`config.mk`:
```
export PLATFORM = sky130hd
export DESIGN_NAME = cache_ctrl_param
export DESIGN_NICKNAME = d
export VERILOG_FILES = /design/src/rtl/cache_ctrl_param.sv
export SDC_FILE = /design/constraint.sdc
export NUM_CORES = 2
export LEC_CHECK = 0
export ABC_AREA = 1
export CAP_MARGIN = 20
export CORE_MARGIN = 4
export CORE_UTILIZATION = 35
export CTS_BUF_LIST = sky130_fd_sc_hd__clkbuf_8
export DETAILED_ROUTE_END_ITERATION = 16
export GPL_TIMING_DRIVEN = 1
export MAX_ROUTING_LAYER = met4
export PLACE_DENSITY = 0.59
export SYNTH_ARGS = -nofsm -noshare
export SYNTH_HDL_FRONTEND = slang
export SYNTH_SLANG_ARGS = --single-unit
```
`constraint.sdc`:
```
create_clock -name clk -period 8.13 [get_ports clk]
set_input_delay 0.813 -clock clk [delete_from_list [all_inputs] [get_ports clk]]
set_output_delay 0.813 -clock clk [all_outputs]
set_load 0.01 [all_outputs]
```
`src/rtl/cache_ctrl_param.sv`:
```
// Parameterised write-back, write-allocate cache controller (1- or 2-way, LRU)
// with a single full-line memory port and IDLE / WRITEBACK / REFILL sequencing.
module cache_ctrl_param #(
  parameter int unsigned WORD_SIZE   = 32,
  parameter int unsigned BLOCK_WORDS = 4,
  parameter int unsigned SETS        = 4,
  parameter int unsigned WAYS        = 2,
  parameter int unsigned ADDR_W      = 32
) (
  input  logic                              clk,
  input  logic                              reset,
  input  logic                              read_CPU,
  input  logic                              write_CPU,
  input  logic                              Bytesel,
  input  logic [ADDR_W-1:0]                 Addr_CPU,
  input  logic [WORD_SIZE-1:0]              Data_in,
  output logic [WORD_SIZE-1:0]              Data_out,
  output logic                              Ack,
  output logic                              Stall_PC,
  output logic                              mem_req,
  output logic                              mem_we,
  output logic [ADDR_W-1:0]                 mem_addr,
  output logic [WORD_SIZE*BLOCK_WORDS-1:0]  mem_wdata,
  input  logic [WORD_SIZE*BLOCK_WORDS-1:0]  mem_rdata,
  input  logic                              mem_ready
);

  localparam int unsigned LINE_W   = WORD_SIZE * BLOCK_WORDS;
  localparam int unsigned BYTE_OFF = $clog2(WORD_SIZE / 8);
  localparam int unsigned WORD_OFF = $clog2(BLOCK_WORDS);
  localparam int unsigned OFF_W    = BYTE_OFF + WORD_OFF;
  localparam int unsigned IDX_W    = $clog2(SETS);
  localparam int unsigned TAG_W    = ADDR_W - IDX_W - OFF_W;
  localparam int unsigned LBIT_W   = OFF_W + 3;

  typedef enum logic [1:0] {IDLE, WRITEBACK, REFILL} state_t;

  state_t state_q, state_d;

  logic [LINE_W-1:0] data_q  [WAYS][SETS];
  logic [TAG_W-1:0]  tag_q   [WAYS][SETS];
  logic [WAYS-1:0]   valid_q [SETS];
  logic [WAYS-1:0]   dirty_q [SETS];
  logic [SETS-1:0]   lru_q;

  logic [ADDR_W-1:0]    addr_q, addr_d;
  logic [WORD_SIZE-1:0] wdata_q, wdata_d;
  logic                 bsel_q, bsel_d, wr_q, wr_d, victim_q, victim_d;

  logic [WORD_SIZE-1:0] data_out_d;
  logic                 ack_d, stall_d, mem_req_d, mem_we_d;
  logic [ADDR_W-1:0]    mem_addr_d;
  logic [LINE_W-1:0]    mem_wdata_d;

  // Current access: CPU inputs while idle, latched request during a miss
  logic                 idle, cur_wr, cur_bsel;
  logic [ADDR_W-1:0]    cur_addr, block_addr;
  logic [WORD_SIZE-1:0] cur_wdata;
  logic [TAG_W-1:0]     cur_tag;
  logic [IDX_W-1:0]     cur_idx;
  logic [LBIT_W-1:0]    word_lo, byte_lo;

  assign idle       = (state_q == IDLE);
  assign cur_addr   = idle ? Addr_CPU  : addr_q;
  assign cur_wdata  = idle ? Data_in   : wdata_q;
  assign cur_bsel   = idle ? Bytesel   : bsel_q;
  assign cur_wr     = idle ? write_CPU : wr_q;
  assign cur_tag    = cur_addr[ADDR_W-1 -: TAG_W];
  assign cur_idx    = cur_addr[OFF_W +: IDX_W];
  assign word_lo    = {cur_addr[OFF_W-1:BYTE_OFF], {(BYTE_OFF+3){1'b0}}};
  assign byte_lo    = {cur_addr[OFF_W-1:0], 3'b000};
  assign block_addr = {cur_addr[ADDR_W-1:OFF_W], {OFF_W{1'b0}}};

  logic                 hit, hit_way, victim, way_w;
  logic [LINE_W-1:0]    base_line, merged_line, arr_line;
  logic [WORD_SIZE-1:0] rd_val;

  // Tag lookup, victim choice (invalid way first, else LRU) and data merge
  always_comb begin
    hit     = 1'b0;
    hit_way = 1'b0;
    way_w   = 1'b0;
    for (int w = 0; w < int'(WAYS); w++) begin
      way_w = 1'(w);
      if (valid_q[cur_idx][way_w] && (tag_q[way_w][cur_idx] == cur_tag)) begin
        hit     = 1'b1;
        hit_way = way_w;
      end
    end
    if (!valid_q[cur_idx][0])
      victim = 1'b0;
    else if (WAYS > 1 && !valid_q[cur_idx][1'(WAYS-1)])
      victim = 1'b1;
    else
      victim = (WAYS > 1) ? lru_q[cur_idx] : 1'b0;

    base_line   = idle ? data_q[hit_way][cur_idx] : mem_rdata;
    merged_line = base_line;
    if (cur_bsel) merged_line[byte_lo +: 8]         = cur_wdata[7:0];
    else          merged_line[word_lo +: WORD_SIZE] = cur_wdata;
    arr_line = cur_wr ? merged_line : base_line;
    rd_val   = cur_bsel ? WORD_SIZE'(base_line[byte_lo +: 8])
                        : base_line[word_lo +: WORD_SIZE];
  end

  logic arr_way, line_we, fill, touch;

  // Next-state and registered-output logic
  always_comb begin
    state_d     = state_q;
    data_out_d  = Data_out;
    ack_d       = 1'b0;
    stall_d     = Stall_PC;
    mem_req_d   = mem_req;
    mem_we_d    = mem_we;
    mem_addr_d  = mem_addr;
    mem_wdata_d = mem_wdata;
    addr_d      = addr_q;
    wdata_d     = wdata_q;
    bsel_d      = bsel_q;
    wr_d        = wr_q;
    victim_d    = victim_q;
    arr_way     = hit_way;
    line_we     = 1'b0;
    fill        = 1'b0;
    touch       = 1'b0;
    unique case (state_q)
      IDLE: begin
        if (read_CPU || write_CPU) begin
          if (hit) begin
            touch = 1'b1;
            ack_d = 1'b1;
            if (write_CPU) line_we    = 1'b1;
            else           data_out_d = rd_val;
          end else begin
            addr_d    = Addr_CPU;
            wdata_d   = Data_in;
            bsel_d    = Bytesel;
            wr_d      = write_CPU;
            victim_d  = victim;
            stall_d   = 1'b1;
            mem_req_d = 1'b1;
            if (valid_q[cur_idx][victim] && dirty_q[cur_idx][victim]) begin
              state_d     = WRITEBACK;
              mem_we_d    = 1'b1;
              mem_addr_d  = {tag_q[victim][cur_idx], cur_idx, {OFF_W{1'b0}}};
              mem_wdata_d = data_q[victim][cur_idx];
            end else begin
              state_d    = REFILL;
              mem_we_d   = 1'b0;
              mem_addr_d = block_addr;
            end
          end
        end
      end
      WRITEBACK: begin
        if (mem_ready) begin
          state_d    = REFILL;
          mem_we_d   = 1'b0;
          mem_addr_d = block_addr;
        end
      end
      REFILL: begin
        if (mem_ready) begin
          arr_way   = victim_q;
          line_we   = 1'b1;
          fill      = 1'b1;
          touch     = 1'b1;
          ack_d     = 1'b1;
          stall_d   = 1'b0;
          mem_req_d = 1'b0;
          state_d   = IDLE;
          if (!wr_q) data_out_d = rd_val;
        end
      end
      default: state_d = IDLE;
    endcase
  end

  always_ff @(posedge clk or negedge reset) begin
    if (!reset) begin
      state_q   <= IDLE;
      Data_out  <= '0;
      Ack       <= 1'b0;
      Stall_PC  <= 1'b0;
      mem_req   <= 1'b0;
      mem_we    <= 1'b0;
      mem_addr  <= '0;
      mem_wdata <= '0;
      addr_q    <= '0;
      wdata_q   <= '0;
      bsel_q    <= 1'b0;
      wr_q      <= 1'b0;
      victim_q  <= 1'b0;
    end else begin
      state_q   <= state_d;
      Data_out  <= data_out_d;
      Ack       <= ack_d;
      Stall_PC  <= stall_d;
      mem_req   <= mem_req_d;
      mem_we    <= mem_we_d;
      mem_addr  <= mem_addr_d;
      mem_wdata <= mem_wdata_d;
      addr_q    <= addr_d;
      wdata_q   <= wdata_d;
      bsel_q    <= bsel_d;
      wr_q      <= wr_d;
      victim_q  <= victim_d;
    end
  end

  // Line status: a fill installs clean unless the pending access was a write
  always_ff @(posedge clk or negedge reset) begin
    if (!reset) begin
      for (int s = 0; s < int'(SETS); s++) begin
        valid_q[s] <= '0;
        dirty_q[s] <= '0;
      end
      lru_q <= '0;
    end else begin
      if (fill) begin
        valid_q[cur_idx][arr_way] <= 1'b1;
        dirty_q[cur_idx][arr_way] <= cur_wr;
      end else if (line_we) begin
        dirty_q[cur_idx][arr_way] <= 1'b1;
      end
      if (touch && WAYS > 1) lru_q[cur_idx] <= ~arr_way;
    end
  end

  always_ff @(posedge clk) begin
    if (line_we) data_q[arr_way][cur_idx] <= arr_line;
    if (fill)    tag_q[arr_way][cur_idx]  <= cur_tag;
  end

endmodule

```
==> key figures <==
Final layout
  – Most frequent cells in the layout: nand2_1, edfxtp_1, o21ai_0, inv_1, a21oi_1
  – Syn-to-layout area delta: 17.2%
  – Share of layout cells above drive strength 1: 0.0960
  – Nets: 8,667
  – Design Area, Final: 0.0890 mm2
  – Fin cells: 11,500
  – Leading cell type in the layout, fill and taps excluded: nand2_1

Synth
  – Mapped Cells: 8,133
  – Post-synth EDFFs: 1,232
  – Post-synth top area share: 0.487
  – Sequential area share after synthesis: 0.579
  – Synth cell types: 52
  – Register bit total from synthesis: 1,512
  – Commonest register cell after synthesis: edfxtp_1
  – Avg Cell Area, Syn: 9.34 um2
  – Synth async-reset ratio: 0.185
  – Ys Warns: 0
  – Synth top area cells: edfxtp_1, dfrtp_1, nand2_1
  – Synth Cell Area: 0.0759 mm2
  – Cell taking the most area after synthesis: edfxtp_1

STA
  – Setup TNS: 0 ps
  – Actual slew at the worst max-slew pin: 1230 ps
  – Max-slew headroom: 0.170
  – Max Slew Vio Count: 0
  – Hold WS: 342 ps
  – RSZ-0062 raised after global routing: false
  – Crit share post-route: 0.764
  – Max Clk Rate: 0.161 GHz
  – Clock Skew: 94.6 ps
  – Final Hold Fails: 0
  – Final setup violation count: 0
  – Final Critical Period: 6220 ps

GRT
  – Total track usage: 0.283
  – First-pass GRT wire length: 452,000 um
  – Gr ovfl total: 0
  – Initial antenna violation count: 20
  – Number of global-route vias before repair: 63,300
  – Pin count of the biggest net entering global routing: 241

Critical path
  – Arrival time at the worst endpoint: 6890 ps
  – Crit Path Class: reg -> reg
  – RR Startpoint: state_q[0]
  – Worst setup path start: state_q[0]
  – CP Depth: 19
  – Top delay family on crit path: simple AND/OR/NAND/NOR gates
  – Reg2Reg Setup Slack: 1910 ps
  – Crit path buf inv count: 4
  – Startpoint Class: flip-flop
  – Worst Setup End Kind: flip-flop
  – Crit-path max FO: 39
  – Crit path max-delay cell type: nor2_4
  – Max stage delay on crit path: 910 ps
  – Crit-path cells: inv_2 -> nand2_2 -> nand2_2 -> nand2_2 -> nor2_4 -> a22oi_1 -> nand2_1 -> xor2_1 -> nand2_1 -> nor3_1 -> nand2_1 -> nor2_1 -> a21oi_1 -> nor2_1 -> nor2_1 -> inv_1 -> nand2_1 -> inv_6 -> buf_4
  – CP Capture Point: data_q[1][177]
  – Worst R2R End: data_q[1][177]
  – Most used cell, CP: nand2_1
  – Cell count of the worst reg-to-reg path: 19
  – Critical Path RT: 8800 ps

Clock network
  – TritonCTS clock tree: done
  – Clock transition at path regs: 60 ps
  – CTS Sinks: 1,512
  – CTS Buf Count: 290
  – H-tree Lvls: 5
  – Post-CTS Setup Bufs: 0
  – Clock tree root driver cell: clkbuf_8
  – Maximum root-to-sink buffer count: 4
  – Worst skew pair latency: 1060 ps

Floorplanning
  – Ports: 394
  – Site row count: 170
  – DIE AREA: 0.225 mm2
  – Core area: 0.215 mm2
  – Starting Density: 0.353
  – Die height: 474 um
  – Die Wd: 474 um

Placement
  – Cell total after placement: 11,000
  – Placed Area: 0.0835 mm2
  – I/O Buffers: 389
  – GPL Wtd Cong: 1.07
  – Half-perimeter wire length after placement: 211,000 um

Detailed routing
  – Antenna Nets Post-Route: 0
  – Drt drc: 0
  – WL/cell: 27.7 um
  – Drt initial violations: 9,786
  – First-pass detailed-route iteration total: 8
  – Final WL: 319,000 um
  – Via count: 67,500
  – Via density: 5.86

Run
  – Max-Cap Viols: 0

Outcome
  – Status: complete, no violations

Worst hold path
  – Hold Crit Class: in -> reg
==> flip-flops by register name, summed over array words and instances, names as in the netlist, 2 cells and up <==
| register | cells |
|---|---|
| dirty_q | 8 |
| mem_wdata | 128 |
| mem_addr | 28 |
| lru_q | 4 |
| state_q | 2 |
| valid_q | 8 |
| tag_q | 208 |
| data_q | 1024 |
| addr_q | 32 |
| Data_out | 32 |
| wdata_q | 32 |
==> logic make-up after synthesis <==
logic type | count (synthesis) | synth area share
buffers and inverters | 1173 | 0.0626
other | 1 | 0.0000494
AO/OA/AOI/OAI | 2574 | 0.201
XOR/XNOR | 9 | 0.00104
adder cells (fa/ha/maj) | 8 | 0.00132
flip-flops | 1512 | 0.579
AND/OR/NAND/NOR | 2856 | 0.155
==> what timing repair did <==
item / in CTS / in global routing
endpoints found under the hold margin: 79 / 0
hold buffers: 1 / 0
resized for setup: 0 / 0
==> metrics by stage <==
| step | util | worst slack [ps] |
|---|---|---|
| after floorplan | - | 1420 |
| after global placement | 0.388 | 1570 |
| after detailed placement | 0.388 | 1520 |
| after CTS | 0.413 | 2000 |
| after global routing | 0.413 | 1510 |
| final | 0.414 | 1910 |
==> Yosys cell counts, drive strengths merged (6+ instances only) <==
library cell / n
a211oi: 21
a21oi: 512
a221o: 7
a22o: 111
a22oi: 51
a311oi: 29
a31oi: 52
a32o: 6
buf: 212
clkbuf: 395
clkinv: 9
dfrtp: 280
edfxtp: 1232
ha: 8
inv: 557
nand2: 1838
nand3: 436
nand4: 15
nor2: 395
nor3: 36
o2111a: 128
o2111ai: 45
o211ai: 70
o21ai: 1332
o221ai: 9
o22ai: 186
o32ai: 9
or2: 129
xor2: 6
==> layer usage <==
| metal | up-vias | part of all wire | track usage | routed length (um) |
|---|---|---|---|---|
| met2 | 4502 | 0.43 | 0.406 | 137000 |
| met4 | 0 | 0.064 | 0.156 | 20300 |
| met1 | 32500 | 0.40 | 0.371 | 127000 |
| li1 | 29600 | - | - | - |
| met3 | 865 | 0.11 | 0.0623 | 34500 |
| met5 | - | 0 | - | 0 |
==> worst register-to-register path: stages, from the launching register on <==
cell and delay [ps]:
dfrtp_1 450, inv_2 90, nand2_2 220, nand2_2 570, nand2_2 500, nor2_4 920, a22oi_1 230, nand2_1 160
xor2_1 200, nand2_1 70, nor3_1 350, nand2_1 120, nor2_1 250, a21oi_1 140, nor2_1 190, nor2_1 150
inv_1 200, nand2_1 140, inv_6 540, buf_4 370
==> worst min path at each step <==
stage                 from     endpoint  slack [ps]  cells after the start
6_report       Data_in[12]  wdata_q[12]         340                      3
5_1_grt         Data_in[9]   wdata_q[9]         330                      3
4_1_cts         Data_in[9]   wdata_q[9]         260                      3
3_5_place_dp    valid_q[1]   valid_q[1]         450                      2
3_3_place_gp    valid_q[1]   valid_q[1]         440                      2
2_1_floorplan   valid_q[7]   valid_q[7]         420                      2
==> layout make-up <==
type,count,area [um2]
diodes,9,22.5
repair buffers,640,6450
multi-input cells,5451,27400
clock buffers,306,4210
inverters,566,2190
flip-flops and latches,1512,44000
well taps,2838,3550
fillers,21000,126000
clock inverters,195,1170
Power is left out: the tool's default activity adds up to more than one toggle a clock period on the data nets, which glitch-free logic cannot reach.
